--- src/rtl/spi_master_arbiter.sv ---
// Round-robin arbiter sharing one SPI byte engine among NUM_REQ requesters; burst lock via SPI_ARB_LOCK_EN.
// Grant/m_start one cycle after req; ack one cycle after m_done or timeout; requesters wait (req level) while master busy.
module spi_master_arbiter #(
  parameter int NUM_REQ        = 4,
  parameter int TIMEOUT_CYCLES = 4096
) (
  input  logic                   clk,
  input  logic                   reset_n,
  input  logic [NUM_REQ-1:0]     req,
  input  logic [NUM_REQ*8-1:0]   req_data,
  input  logic [NUM_REQ-1:0]     lock,
  output logic [NUM_REQ-1:0]     gnt,
  output logic [NUM_REQ-1:0]     ack,
  output logic [7:0]             rsp_data,
  output logic                   err,
  output logic [7:0]             m_data_in,
  output logic                   m_start,
  input  logic                   m_busy,
  input  logic                   m_done,
  input  logic [7:0]             m_data_out
);

  localparam int              PW       = (NUM_REQ > 1) ? $clog2(NUM_REQ) : 1;
  localparam logic [PW-1:0]   LAST_IDX = PW'(NUM_REQ - 1);
  localparam logic [15:0]     TMO_LAST = 16'(TIMEOUT_CYCLES - 1);

  typedef enum logic [1:0] {IDLE, START, WAIT, RESP} state_t;

  state_t             state_q, state_d;
  logic [PW-1:0]      ptr_q, ptr_d;
  logic [PW-1:0]      w_q, w_d;
  logic [15:0]        tmo_cnt_q, tmo_cnt_d;
  logic [NUM_REQ-1:0] gnt_q, gnt_d;
  logic [NUM_REQ-1:0] ack_q, ack_d;
  logic [7:0]         rsp_q, rsp_d;
  logic [7:0]         mdi_q, mdi_d;
  logic               err_q, err_d;
  logic               start_q, start_d;

  logic               rr_found;
  logic [PW-1:0]      rr_win;
  logic               win_vld;
  logic [PW-1:0]      win;

  // First set req bit at or above ptr, wrapping past NUM_REQ-1.
  always_comb begin
    int idx;
    idx      = 0;
    rr_found = 1'b0;
    rr_win   = ptr_q;
    for (int i = 0; i < NUM_REQ; i++) begin
      idx = int'(ptr_q) + i;
      if (idx >= NUM_REQ) idx = idx - NUM_REQ;
      if (!rr_found && req[idx]) begin
        rr_found = 1'b1;
        rr_win   = PW'(idx);
      end
    end
  end

`ifdef SPI_ARB_LOCK_EN
  logic locked_q, locked_d;

  always_comb begin
    win     = rr_win;
    win_vld = rr_found;
    if (locked_q) begin
      win     = w_q;
      win_vld = req[w_q];
    end
  end
`else
  logic unused_lock;
  assign unused_lock = ^lock;
  assign win         = rr_win;
  assign win_vld     = rr_found;
`endif

  always_comb begin
    state_d   = state_q;
    ptr_d     = ptr_q;
    w_d       = w_q;
    tmo_cnt_d = tmo_cnt_q;
    gnt_d     = gnt_q;
    ack_d     = ack_q;
    rsp_d     = rsp_q;
    mdi_d     = mdi_q;
    err_d     = err_q;
    start_d   = start_q;
`ifdef SPI_ARB_LOCK_EN
    locked_d  = locked_q;
`endif
    case (state_q)
      IDLE: begin
`ifdef SPI_ARB_LOCK_EN
        // Lock holder went away: release, round-robin resumes next cycle.
        if (locked_q && !req[w_q]) locked_d = 1'b0;
`endif
        if (win_vld && !m_busy) begin
          w_d        = win;
          gnt_d      = '0;
          gnt_d[win] = 1'b1;
          mdi_d      = req_data[{win, 3'b000} +: 8];
          start_d    = 1'b1;
          state_d    = START;
        end
      end
      START: begin
        start_d   = 1'b0;
        tmo_cnt_d = '0;
        state_d   = WAIT;
      end
      WAIT: begin
        // m_done has priority over a coinciding timeout.
        if (m_done) begin
          rsp_d   = m_data_out;
          ack_d   = gnt_q;
          err_d   = 1'b0;
          state_d = RESP;
        end else if (tmo_cnt_q == TMO_LAST) begin
          rsp_d   = 8'h00;
          ack_d   = gnt_q;
          err_d   = 1'b1;
          state_d = RESP;
        end else begin
          tmo_cnt_d = tmo_cnt_q + 16'd1;
        end
      end
      RESP: begin
        ack_d   = '0;
        err_d   = 1'b0;
        gnt_d   = '0;
        ptr_d   = (w_q == LAST_IDX) ? '0 : w_q + 1'b1;
`ifdef SPI_ARB_LOCK_EN
        locked_d = lock[w_q] & ~err_q;
`endif
        state_d = IDLE;
      end
      default: state_d = IDLE;
    endcase
  end

  // The master engine is reset from ~reset_n at the top level, so both restart together.
  always_ff @(posedge clk or negedge reset_n) begin
    if (!reset_n) begin
      state_q   <= IDLE;
      ptr_q     <= '0;
      w_q       <= '0;
      tmo_cnt_q <= '0;
      gnt_q     <= '0;
      ack_q     <= '0;
      rsp_q     <= '0;
      mdi_q     <= '0;
      err_q     <= 1'b0;
      start_q   <= 1'b0;
    end else begin
      state_q   <= state_d;
      ptr_q     <= ptr_d;
      w_q       <= w_d;
      tmo_cnt_q <= tmo_cnt_d;
      gnt_q     <= gnt_d;
      ack_q     <= ack_d;
      rsp_q     <= rsp_d;
      mdi_q     <= mdi_d;
      err_q     <= err_d;
      start_q   <= start_d;
    end
  end

`ifdef SPI_ARB_LOCK_EN
  always_ff @(posedge clk or negedge reset_n) begin
    if (!reset_n) locked_q <= 1'b0;
    else          locked_q <= locked_d;
  end
`endif

  assign gnt       = gnt_q;
  assign ack       = ack_q;
  assign rsp_data  = rsp_q;
  assign err       = err_q;
  assign m_data_in = mdi_q;
  assign m_start   = start_q;

endmodule
--- config.mk ---
export PLATFORM = sky130hd
export DESIGN_NAME = spi_master_arbiter
export DESIGN_NICKNAME = d
export VERILOG_FILES = /design/src/rtl/spi_master_arbiter.sv
export SDC_FILE = /design/constraint.sdc
export NUM_CORES = 1
export LEC_CHECK = 0
export BUFFER_PORTS_ARGS = -buffer_cell sky130_fd_sc_hd__buf_2
export CAP_MARGIN = 20
export CORE_ASPECT_RATIO = 0.9
export CORE_UTILIZATION = 35
export DETAILED_ROUTE_END_ITERATION = 16
export PLACE_DENSITY = 0.57
export SLEW_MARGIN = 20
export SYNTH_ARGS = -nofsm -noshare
export SYNTH_HDL_FRONTEND = slang
export SYNTH_SLANG_ARGS = --single-unit
--- constraint.sdc ---
create_clock -name clk -period 4.7 [get_ports clk]
set_input_delay 0.705 -clock clk [delete_from_list [all_inputs] [get_ports clk]]
set_output_delay 0.705 -clock clk [all_outputs]
set_load 0.02 [all_outputs]
======== Yosys cells after proc, flatten, opt, wreduce, memory -nomap -nowiden ========
Cells that the tools add are included.
Widths: inputs -> output; s select.
storage, ports and cells
  output and inout port bits .............. 26
  word-level logic and storage cells ...... 107
  bits of input ports ..................... 52
  flip-flop bits (word level) ............. 48
cells by class
  order comparisons ....................... 10
  shift-type cells ........................ 1
  reduce and logical (&&, ||, !) cells .... 22
  eq/ne operators ......................... 9
  mux-type cells .......................... 46
  add/subtract/negate cells ............... 9
operators with widths
  operator               number
  $lt 32x4->1 const B    4
  $mux 32                4
  $mux 16                2
  $pmux 16 s2            1
  $shiftx 32x6->8        1
  $add 16x1->16 const B  1
  $eq 16x12->1 const B   1
  $mux 1                 16
  $mux 2                 8
  $mux 8                 2
  $pmux 4 s2             2
  $mux 4                 3
  $reduce_and 2->1       6
  $sub 3x3->4 const B    3
  $reduce_bool 2->1      5
  $ge 3x3->1 const B     3
  $bmux 1 s2             4
  $pmux 2 s4             1
  $add 2x2->3 const B    2
  $eq 2x2->1 const B     3
  $ne 2x2->1 const B     3
  $logic_and 1x1->1      5
  $logic_not 1->1        4
  $pmux 1 s2             2
  11 further kinds       11

======== Longest topological paths before layout ========
  depth after elaboration ................. 21
  gate-level depth with buffers ........... 7
  gate-level depth less buffers ........... 7

======== Least setup slack after synthesis ========
Ideal clock, no wire load.
  path type ............................... input to register
  start ................................... input req[0]
  end ..................................... register mdi_q[0] (netlist: m_data_in[0])
  stages .................................. 6
  setup slack ............................. 2.445 ns
  buffers on the path ..................... 1
  library setup time ...................... 0.126 ns
  arrival ................................. 2.129 ns
  data required time ...................... 4.574 ns
  path through ............................ nor2b_2 -> a2111o_1 -> buf_6 -> nand2_8 -> mux2_4 -> a221o_1
on the way
  longest elaborated chain between the ends .. 15
  elaborated cells on any way between the ends .. 29
  those cells by class .................... shift: 1; mux: 20; reduce/logical: 8
RTL lines
  what                                                 RTL line  RTL
  start, declared                                      9         input logic [NUM_REQ-1:0] req,
  branches (longest 15 deep; another with $bmux 1 s2)  -
  end signal, assigned                                 164       mdi_q <= mdi_d;
  end, declared                                        36        logic [7:0] mdi_q, mdi_d;
Several ways; the timed one is not identified. The select of a mux whose other input is x is not followed.
A chain may end at the register's enable or synchronous reset.

======== Worst setup path in the final report ========
  start ................................... register tmo_cnt_q[13]
  end ..................................... register state_q[1]
on the way
  longest elaborated chain between the ends .. 3
RTL lines
  what                               RTL line  RTL
  start, declared                    32        logic [15:0] tmo_cnt_q, tmo_cnt_d;
  start signal, assigned             160       tmo_cnt_q <= tmo_cnt_d;
  $eq 16x12->1                       120       end else if (tmo_cnt_q == TMO_LAST) begin
  $ne 3x3->1 (no source line)        -
  $reduce_and 2->1 (no source line)  -
  end signal, assigned               157       state_q <= state_d;
  end, declared                      29        state_t state_q, state_d;
Every way passes these cells.

==> run summary <==
The number of buffers added on ports is 73. The core outline area came out at 0.00722 mm2. The largest net degree at the start of global routing is 49. Summed over all layers, the global routing overflow is 0. The cell class contributing the biggest share of worst-path delay is simple AND/OR/NAND/NOR gates. The first detailed-routing pass took 4 iterations. The number of routed nets with antenna violations came out at 0. By startpoint and endpoint, the worst setup path is classified as reg2reg. The routed design could run at a clock period as short as 2360 ps. The area taken by multi-input logic gates came out at 0.00141 mm2.

The endpoint of the worst register-to-register path is state_q[1]. Post-CTS repair changed the size of 0 cells. The highest attainable clock frequency came out at 424 MHz. The max-slew headroom at the worst pin is 42.3%. Setup repair after global routing left no endpoint under its margin. The async set or reset register ratio after synthesis is 100%. The register area is 0.00120 mm2. Once the floorplan was initialized, standard cells occupied 37.0% of the core. The worst hold slack came out at roughly 480 ps. The leading cell type in the layout, fill and taps excluded is sky130_fd_sc_hd__buf_2. Leaving out filler cells and counting taps, the final layout contains between 400 and 500. The portion of the clock cycle consumed by the worst path in the final layout is 50.1%. The worst setup path is captured at a flop.

After synthesis, the largest family of logic cells by area is compound AO/OA/AOI/OAI gates. The largest total area in the synthesized netlist belongs to sky130_fd_sc_hd__dfrtp_1. Counting buffers and inverters, the worst setup path is 5 cells deep.

Sorting the synthesized cells by area gives the leading types as sky130_fd_sc_hd__dfrtp_1, sky130_fd_sc_hd__mux2_4, sky130_fd_sc_hd__nand3_1. In this run, the number of DRC markers left after iteration 0 of detailed routing was 76. The number of nets in the finished design is 383. In the synthesized netlist the dominant register cell turns out to be sky130_fd_sc_hd__dfrtp_1. The floorplan has 29 rows.

Leaving out fill and tap cells, the most frequent cells in the layout are sky130_fd_sc_hd__buf_2, sky130_fd_sc_hd__dfrtp_1, sky130_fd_sc_hd__nand3_1, sky130_fd_sc_hd__o21ai_0, sky130_fd_sc_hd__nand2_1. The post-synthesis net count is 311. Compared with the post-synthesis result, the final layout area differs by 20.7%.

The endpoint arrival time on the critical path is 2550 ps. The final RePlAce weighted congestion came out at 0.730. For this run, design rule violations remaining after detail routing come to 0. TritonCTS built the clock tree. The wire length per cell after detailed routing is 14.5 um. The combined global-route utilization of all metal layers is 15.9%. The path depth of the worst reg2reg path came out at 5. The number of max-cap violations is 0.

The post-placement cell count is 410. The buffers plus inverters on the worst setup path came out at 0. The maximum number of buffers from clock root to sink came out at 2. The number of global-route vias before repair came to between 2000 and 2500. The worst reg2reg path startpoint is tmo_cnt_q[13]. The delay of the slowest cell on the worst path is 700 ps. The final count of pins violating max slew is 0. The tree built by TritonCTS fans out to 48 sinks.

The number of synthesized flops with an enable pin came out at 0. After clock tree synthesis, the clock-pin slew on the worst setup and hold paths is roughly 100 ps. The number of I/O pins came out at between 70 and 80.

The leakage power of the design came out at 1.56 nW. The final hold violation count is 0. The clock latency reported for the late side of the worst-skew pair is roughly 310 ps. The total standard cell area after synthesis is 0.00267 mm2.

With fillers left out, the area of the finished cells amounts to 0.00323 mm2. Summing the areas of all xor and xnor instances in the mapped netlist gives less than 1% of the synthesized area. Summing the sequential cell areas from Yosys gives 44.9% of the chip area.

The die outline width came out at ~94 um. The slew at the pin closest to its max-slew limit is 859 ps. On the final layout, the worst clock skew is 6.93 ps. The total wire length is 6070 um. The complex-gate fraction of the synthesized area is about a fifth. The overall power consumption came out at between 1.5 and 2 mW. The min-delay analysis places its worst path in the category in2async.

The number of instances in the synthesized netlist is about 250. The global-route wire length before repair is between 9000 and 10000 um. The count of yosys warnings during synthesis is 0. The signal on the critical path passes through nor4_2 > nand2_1 > o21ai_1 > nand2_1 > mux2_1.

Fill cells in the final layout number 745. The share of cell area taken by muxes after synthesis came out at 8.43%. The slowest cell on the critical path is sky130_fd_sc_hd__o21ai_1. The placed instance area is roughly 0.0031 mm2.

The worst setup path is launched from a flop. After Yosys synthesis, full adders, half adders and majority gates account for under 10% of the synthesized area. Power spread over the standard cell area amounts to 531 mW/mm2.

In this run the clock root is driven by a sky130_fd_sc_hd__clkbuf_8. STA puts the critical path data required time at 4900 ps. The detailed-route via count is 2200. The H-tree depth reported by CTS came out at 2. After synthesis, the largest area contributor takes up 44.9% of total cell area.

Dividing the detail-routed via count by the number of cells gives between 5 and 6. The worst register-to-register path has a setup slack of 2340 ps. The run finished with clean final reports. The total die area came out at 0.00799 mm2. The post-cts hold buffer count is 0. The antenna diode count came out at 0. In the final layout, the share of cells above drive strength 1 is 32.6%. The maximum VDD drop is 196 uV. The number of antenna violations at the first check in global routing came to 0.

The number of different library cells in the post-synthesis netlist is 56. The flip-flop and latch count after synthesis is 48. The highest net fanout along the worst path is 12. Setup total negative slack on the finished layout was measured at 0 ps.

The number of buffers inserted during clock tree synthesis is 5. The buffer count from post-CTS setup fixing is 0. The final HPWL from detailed placement is 4440 um. The die is 84.9 um tall. The most numerous cell type found on the critical path is sky130_fd_sc_hd__nand2_1. The post-synthesis simple-gate area fraction came out at about a fifth.

The per-instance average area after synthesis is 10.6 um2. The setup-violating endpoint count in the final report is 0.
[per-stage QoR]
stage | worst slack, ps | utilization (%)
2_1_floorplan | 2450 | -
3_3_place_gp | 2120 | 43.1
6_report | 2340 | 44.7
3_5_place_dp | 2110 | 43.1
5_1_grt | 2170 | 44.7
4_1_cts | 2350 | 44.7
[power by group]
part           internal, mW  leakage, nW  total, mW  switching, mW
registers             0.536        0.631      0.627         0.0910
clock network         0.160       0.0548      0.310          0.150
logic                 0.318        0.870      0.776          0.458
total                  1.01         1.56       1.71          0.699
[cell usage after synthesis (2+ instances only)]
cell type and number:
sky130_fd_sc_hd__ha_1 7, sky130_fd_sc_hd__o21ai_1 2, sky130_fd_sc_hd__nor2_1 11, sky130_fd_sc_hd__a32o_1 2, sky130_fd_sc_hd__nor2b_1 3, sky130_fd_sc_hd__a22o_1 11
sky130_fd_sc_hd__nand2b_1 7, sky130_fd_sc_hd__or4_1 3, sky130_fd_sc_hd__xor2_1 2, sky130_fd_sc_hd__and3_1 6, sky130_fd_sc_hd__o21a_1 2, sky130_fd_sc_hd__o211ai_1 4
sky130_fd_sc_hd__nand3_1 20, sky130_fd_sc_hd__o21ai_0 20, sky130_fd_sc_hd__mux2i_1 6, sky130_fd_sc_hd__dfrtp_1 48, sky130_fd_sc_hd__buf_2 2, sky130_fd_sc_hd__nor3_1 2
sky130_fd_sc_hd__mux2_2 3, sky130_fd_sc_hd__and2_1 4, sky130_fd_sc_hd__clkbuf_1 3, sky130_fd_sc_hd__a221o_1 8, sky130_fd_sc_hd__nor3_2 2, sky130_fd_sc_hd__nand4_1 2
sky130_fd_sc_hd__a21oi_1 13, sky130_fd_sc_hd__inv_1 2, sky130_fd_sc_hd__nand2_1 19, sky130_fd_sc_hd__and2b_1 2, sky130_fd_sc_hd__buf_4 2, sky130_fd_sc_hd__mux2_4 8
[sequential cells by signal, summed over array words and instances (netlist names)]
| register | cells |
|---|---|
| state_q | 2 |
| m_start | 1 |
| err | 1 |
| gnt | 4 |
| rsp_data | 8 |
| ack | 4 |
| w_q | 2 |
| ptr_q | 2 |
| tmo_cnt_q | 16 |
| m_data_in | 8 |
[cells by family after synthesis]
group                    Yosys count
multiplexers                      18
buffers and inverters             11
flip-flops                        48
XOR/XNOR                           2
AO/OA/AOI/OAI                     75
adder cells (fa/ha/maj)            7
AND/OR/NAND/NOR                   91
[layout make-up]
class	instances	area share, %
Clock buffer	5	2.13
Clock inverter	3	1.44
Inverter	2	0.233
Multi-Input combinational cell	193	43.8
Sequential cell	48	37.2
Tap cell	93	3.61
Timing Repair Buffer	74	11.6
[routing by layer]
metal  vias to the layer above  track usage, %  share of wire (%)  routed length, um
met5                         -               0                  0                  0
met4                         0            4.62                1.1                 68
met3                         7            2.96                3.9                235
met2                        51            24.1                 45               2720
met1                      1053            22.9                 50               3050
li1                       1089               -                  -                  -
[worst reg2reg max path: stages (launching register included)]
cell	delay [ps]
sky130_fd_sc_hd__dfrtp_1	430
sky130_fd_sc_hd__nor4_2	380
sky130_fd_sc_hd__nand2_1	180
sky130_fd_sc_hd__o21ai_1	700
sky130_fd_sc_hd__nand2_1	190
sky130_fd_sc_hd__mux2_1	360
[how the worst max path moves through the flow]
stage | startpoint | endpoint | slack (ps)
after floorplan | req[0] | m_data_in[0] | 2450
after global placement | req[0] | m_data_in[0] | 2120
after detailed placement | req[0] | m_data_in[2] | 2110
after CTS | tmo_cnt_q[13] | state_q[1] | 2350
after global routing | tmo_cnt_q[13] | state_q[1] | 2170
final | tmo_cnt_q[13] | state_q[1] | 2340
(Power assumes the default switching activity.)
